<file path="src/rtl/thumb_seq.sv">
// Multi-cycle Thumb instruction sequencer: fetch, classify by ir[15:13], then walk
// EXEC/MEM/WB/BRANCH while emitting one-cycle datapath strobes.
module thumb_seq (
    input  logic        clk,
    input  logic        rst,
    input  logic        halt,
    output logic        imem_req,
    input  logic        imem_ack,
    input  logic [15:0] imem_rdata,
    output logic [15:0] ir,
    output logic [2:0]  op_class,
    output logic        dmem_req,
    output logic        dmem_we,
    input  logic        dmem_ack,
    input  logic        cond_pass,
    output logic        pc_inc,
    output logic        pc_load,
    output logic        alu_en,
    output logic        flags_we,
    output logic        rf_we,
    output logic        instr_done,
    output logic [2:0]  state
);

    typedef enum logic [2:0] {
        FETCH  = 3'd0,
        DECODE = 3'd1,
        EXEC   = 3'd2,
        MEM    = 3'd3,
        WB     = 3'd4,
        BRANCH = 3'd5
    } state_t;

    state_t      r_state;
    logic [15:0] r_ir;

    logic [2:0]  w_class;
    logic        w_mem_op;
    logic        w_cmp;
    logic        w_flag_op;
    logic        w_cond_undef;

    assign w_class      = r_ir[15:13];
    assign w_mem_op     = (w_class == 3'b011) || (w_class == 3'b100) ||
                          ((w_class == 3'b010) && (r_ir[12] | r_ir[11]));
    assign w_cmp        = (w_class == 3'b001) && (r_ir[12:11] == 2'b01);
    // Memory ops are excluded from flag updates by the EXEC priority below.
    assign w_flag_op    = (w_class == 3'b000) || (w_class == 3'b001) || (w_class == 3'b010);
    assign w_cond_undef = (r_ir[11:8] == 4'hF);

    always_ff @(posedge clk) begin
        if (rst) begin
            r_state <= FETCH;
            r_ir    <= '0;
        end else begin
            case (r_state)
                FETCH: begin
                    if (!halt && imem_ack) begin
                        r_ir    <= imem_rdata;
                        r_state <= DECODE;
                    end
                end
                DECODE: begin
                    case (w_class)
                        3'b110:  r_state <= (!w_cond_undef && cond_pass) ? BRANCH : FETCH;
                        3'b111:  r_state <= BRANCH;
                        default: r_state <= EXEC;
                    endcase
                end
                EXEC: begin
                    if (w_mem_op)
                        r_state <= MEM;
                    else if (w_cmp)
                        r_state <= FETCH;
                    else
                        r_state <= WB;
                end
                MEM: begin
                    if (dmem_ack)
                        r_state <= r_ir[11] ? WB : FETCH;
                end
                WB:      r_state <= FETCH;
                BRANCH:  r_state <= FETCH;
                default: r_state <= FETCH;
            endcase
        end
    end

    // Outputs are decoded from state and handshake inputs, and forced low during reset.
    always_comb begin
        imem_req   = 1'b0;
        dmem_req   = 1'b0;
        dmem_we    = 1'b0;
        pc_inc     = 1'b0;
        pc_load    = 1'b0;
        alu_en     = 1'b0;
        flags_we   = 1'b0;
        rf_we      = 1'b0;
        instr_done = 1'b0;
        ir         = '0;
        op_class   = '0;
        state      = '0;
        if (!rst) begin
            ir       = r_ir;
            op_class = w_class;
            state    = r_state;
            case (r_state)
                FETCH: begin
                    imem_req = !halt;
                    pc_inc   = !halt && imem_ack;
                end
                DECODE: begin
                    if (w_class == 3'b110)
                        instr_done = w_cond_undef || !cond_pass;
                end
                EXEC: begin
                    alu_en = 1'b1;
                    if (!w_mem_op) begin
                        flags_we   = w_flag_op;
                        instr_done = w_cmp;
                    end
                end
                MEM: begin
                    dmem_req   = 1'b1;
                    dmem_we    = ~r_ir[11];
                    instr_done = dmem_ack && !r_ir[11];
                end
                WB: begin
                    rf_we      = 1'b1;
                    instr_done = 1'b1;
                end
                BRANCH: begin
                    pc_load    = 1'b1;
                    instr_done = 1'b1;
                end
                default: begin
                end
            endcase
        end
    end

endmodule
</file>
<file path="config.mk">
export PLATFORM = sky130hd
export DESIGN_NAME = thumb_seq
export DESIGN_NICKNAME = d
export VERILOG_FILES = /design/src/rtl/thumb_seq.sv
export SDC_FILE = /design/constraint.sdc
export NUM_CORES = 1
export LEC_CHECK = 0
export BUFFER_PORTS_ARGS = -buffer_cell sky130_fd_sc_hd__buf_2
export CORE_ASPECT_RATIO = 0.75
export CORE_MARGIN = 2
export CORE_UTILIZATION = 49
export DETAILED_ROUTE_END_ITERATION = 10
export PLACE_DENSITY = 0.9
export SLEW_MARGIN = 40
export SYNTH_ARGS = -nofsm -noshare
export SYNTH_HDL_FRONTEND = slang
export SYNTH_SLANG_ARGS = --single-unit
export TNS_END_PERCENT = 50
</file>
<file path="constraint.sdc">
create_clock -name clk -period 3.23 [get_ports clk]
set_input_delay 0.1615 -clock clk [delete_from_list [all_inputs] [get_ports clk]]
set_output_delay 0.1615 -clock clk [all_outputs]
set_load 0.01 [all_outputs]
</file>
==> reports/results.ini <==
[run]
drv_cap = 0

[finish]
drive_above_1_share_pct = 32.8
seqCellArea_um2 = 380
final_area_um2 = 1340
multi_input_area_um2 = 624
diodes = 0
nets = 215
fillers = 193
areaGrowthSynthToFinish_pct = 20.2

[synth]
synth_commonest_cells = nand2_1 (32), a21oi_1 (20), dfxtp_1 (19), nor2b_1 (19), nor2_1 (7)
yosysTopAreaCell = dfxtp_1
syn_inst = 150
synth_top_area_share_pct = 34.2
synthDistinctLibCells = 36
synth_seq_cells = 19
synth_async_sr_flop_share_pct = 0
syn_avg_cell_area_um2 = 7.42
synthFlopType = dfxtp_1
synth.most_common_cell = nand2_1
yosysSeqAreaShare_pct = 34.2
synth_fp_nets = 172
syn_area_um2 = 1110
yosys_warnings = 0
synth-edff-count = 0
ys_top_cells_by_area = dfxtp_1 (34%), nand2_1 (11%), nor2b_1 (11%)

[grt]
grt_max_degree = 42
grt-ovfl-total = 0
grt_pass1_vias = 966
top_usage_layer = met2
antenna_found_initial = 0
gr-usage-all-layers_pct = 20.8
grt_util_met1_pct = 26.3
grt_first_pass_wirelength_um = 4240
grt_use_met2_pct = 34.9
use_met3_pct = 5.73

[sta]
period_needed_ns = 2.04
hold_viol = 0
max_freq_ghz = 0.489
rsz0062_at_grt = false
timing.final.max_slew_violations = 0
final-setup-viol-count = 0
relSlewSlack_pct = 46.1
worstMarginPinSlew_ns = 0.805
tns_ns = 0
skew_ns = 0.00422
fin_crit_sh_pct = 63.3
fin_ws_ns = 1.19

[die]
start_util_pct = 53.8
num_rows = 14
ios = 53
die_area_um2 = 2670
core_area_um2 = 2070
die_w_um = 59.0
fp.dieH_um = 45.3

[drt]
wirelength_um = 2690
antenna_left = 0
viasPerCell = 5.40
drc = 0
initialDrtViolationCount = 46
dr.pass1.iters = 4
wl_per_cell_um = 12.5
via_count = 1167

[clock_network]
cts_buffers = 3
h-tree-depth = 1
cts_tree = done
clkSinkCount = 19
ctsResizeCount = 0
ctsLongestPathBuffers = 2
postCtsHoldBufs = 0
clk_pin_slew_ns = 0.11
ctsRootBufferMaster = clkbuf_4
cts_setup_buffers = 0
clk_latency_ns = 0.30

[critical_path]
cp_top_family = simple AND/OR/NAND/NOR gates
cp.arrival_ns = 1.88
cp-start-kind = flip-flop
crit_path_cell_trace = or2_4, or4b_4, nor2_2, buf_2
required_ns = 3.07
crit_fanout = 17
crit_buf_inv = 1
critPathKind = flip-flop to output pin
cp-end-kind = output pin
crit_path_top_delay_cell = or4b_4
cpPeakStageDelay_ns = 0.62

[placement]
port_buffers = 52
dp_slack_ns = 1.47
hpwl_um = 1950
dpl_cell_area_um2 = 1310
gp_congestion = 0.866

[power]
power.density_nw_per_um2 = 357
total_power_w = 0.000477
cellLeakagePower_nw = 0.622
peakVddDrop_uv = 288

[hold_path]
hold_class = input port to flip-flop

[run_status]
status = finished clean

-- tightest hold or removal path: cells and delay by family --
kind            cells  cell delay, ns
simple gates        1            0.04
compound gates      1            0.05
buf+inv             1            0.09
-- flip-flops by register name, indices dropped and copies added (netlist names) --
name	count
r_ir	16
r_state	3
-- routing by layer --
layer / part of all wire, % / vias to the layer above
met4: 0.67 / 0
met2: 46 / 58
met1: 45 / 520
met3: 7.9 / 2
met5: 0 / -
li1: - / 587
-- metrics by stage --
stage                     std cells  util (%)  hold WS [ns]
after global placement          212      63.4         0.403
after CTS                       216      64.7        0.0811
after global routing            216      64.7        0.0805
final                           216      64.7        0.0861
after detailed placement        212      63.4         0.408
after floorplan                 150         -         0.274
-- power breakdown --
part	internal [W]	switching [W]
clock	0.0000461	0.0000748
sequential	0.000247	0.0000145
combinational	0.0000422	0.0000529
total	0.000335	0.000142
-- area by class of cell --
| cell class | instances | area share, % |
|---|---|---|
| multi-input combinational | 113 | 46.7 |
| inverter | 4 | 1.12 |
| sequential | 19 | 28.4 |
| clock inverter | 1 | 0.374 |
| clock buffer | 3 | 1.68 |
| tap | 24 | 2.25 |
| timing repair buffer | 52 | 19.5 |
-- cell usage in the layout (no fill, tap or decap), drive strengths merged, types with 2 or more instances in the layout --
cell and count:
dfxtp 19, nor4b 2, nor3b 2, inv 4
clkbuf 3, o21ai 5, or3 3, nand3 2
nor2b 19, a21oi 21, nand4 2, nor2 8
nand2 33, nor3 3, buf 52
-- worst paths after layout --
check | from | end | slack, ns | cells after the start
min | imem_rdata[5] | r_ir[5] | 0.09 | 3
min reg2reg | r_ir[7] | r_ir[7] | 0.46 | 2
max | r_state[0] | pc_inc | 1.19 | 4
max reg2reg | r_state[0] | r_ir[10] | 1.44 | 4
-- logic make-up after synthesis --
family          count (synthesis)  synth area share [%]
simple gates                   81                  39.5
flops                          19                  34.2
mux                             1                 0.900
buf+inv                        18                  9.67
compound gates                 31                  15.7
Note: power is estimated with default switching activity, not from simulation.
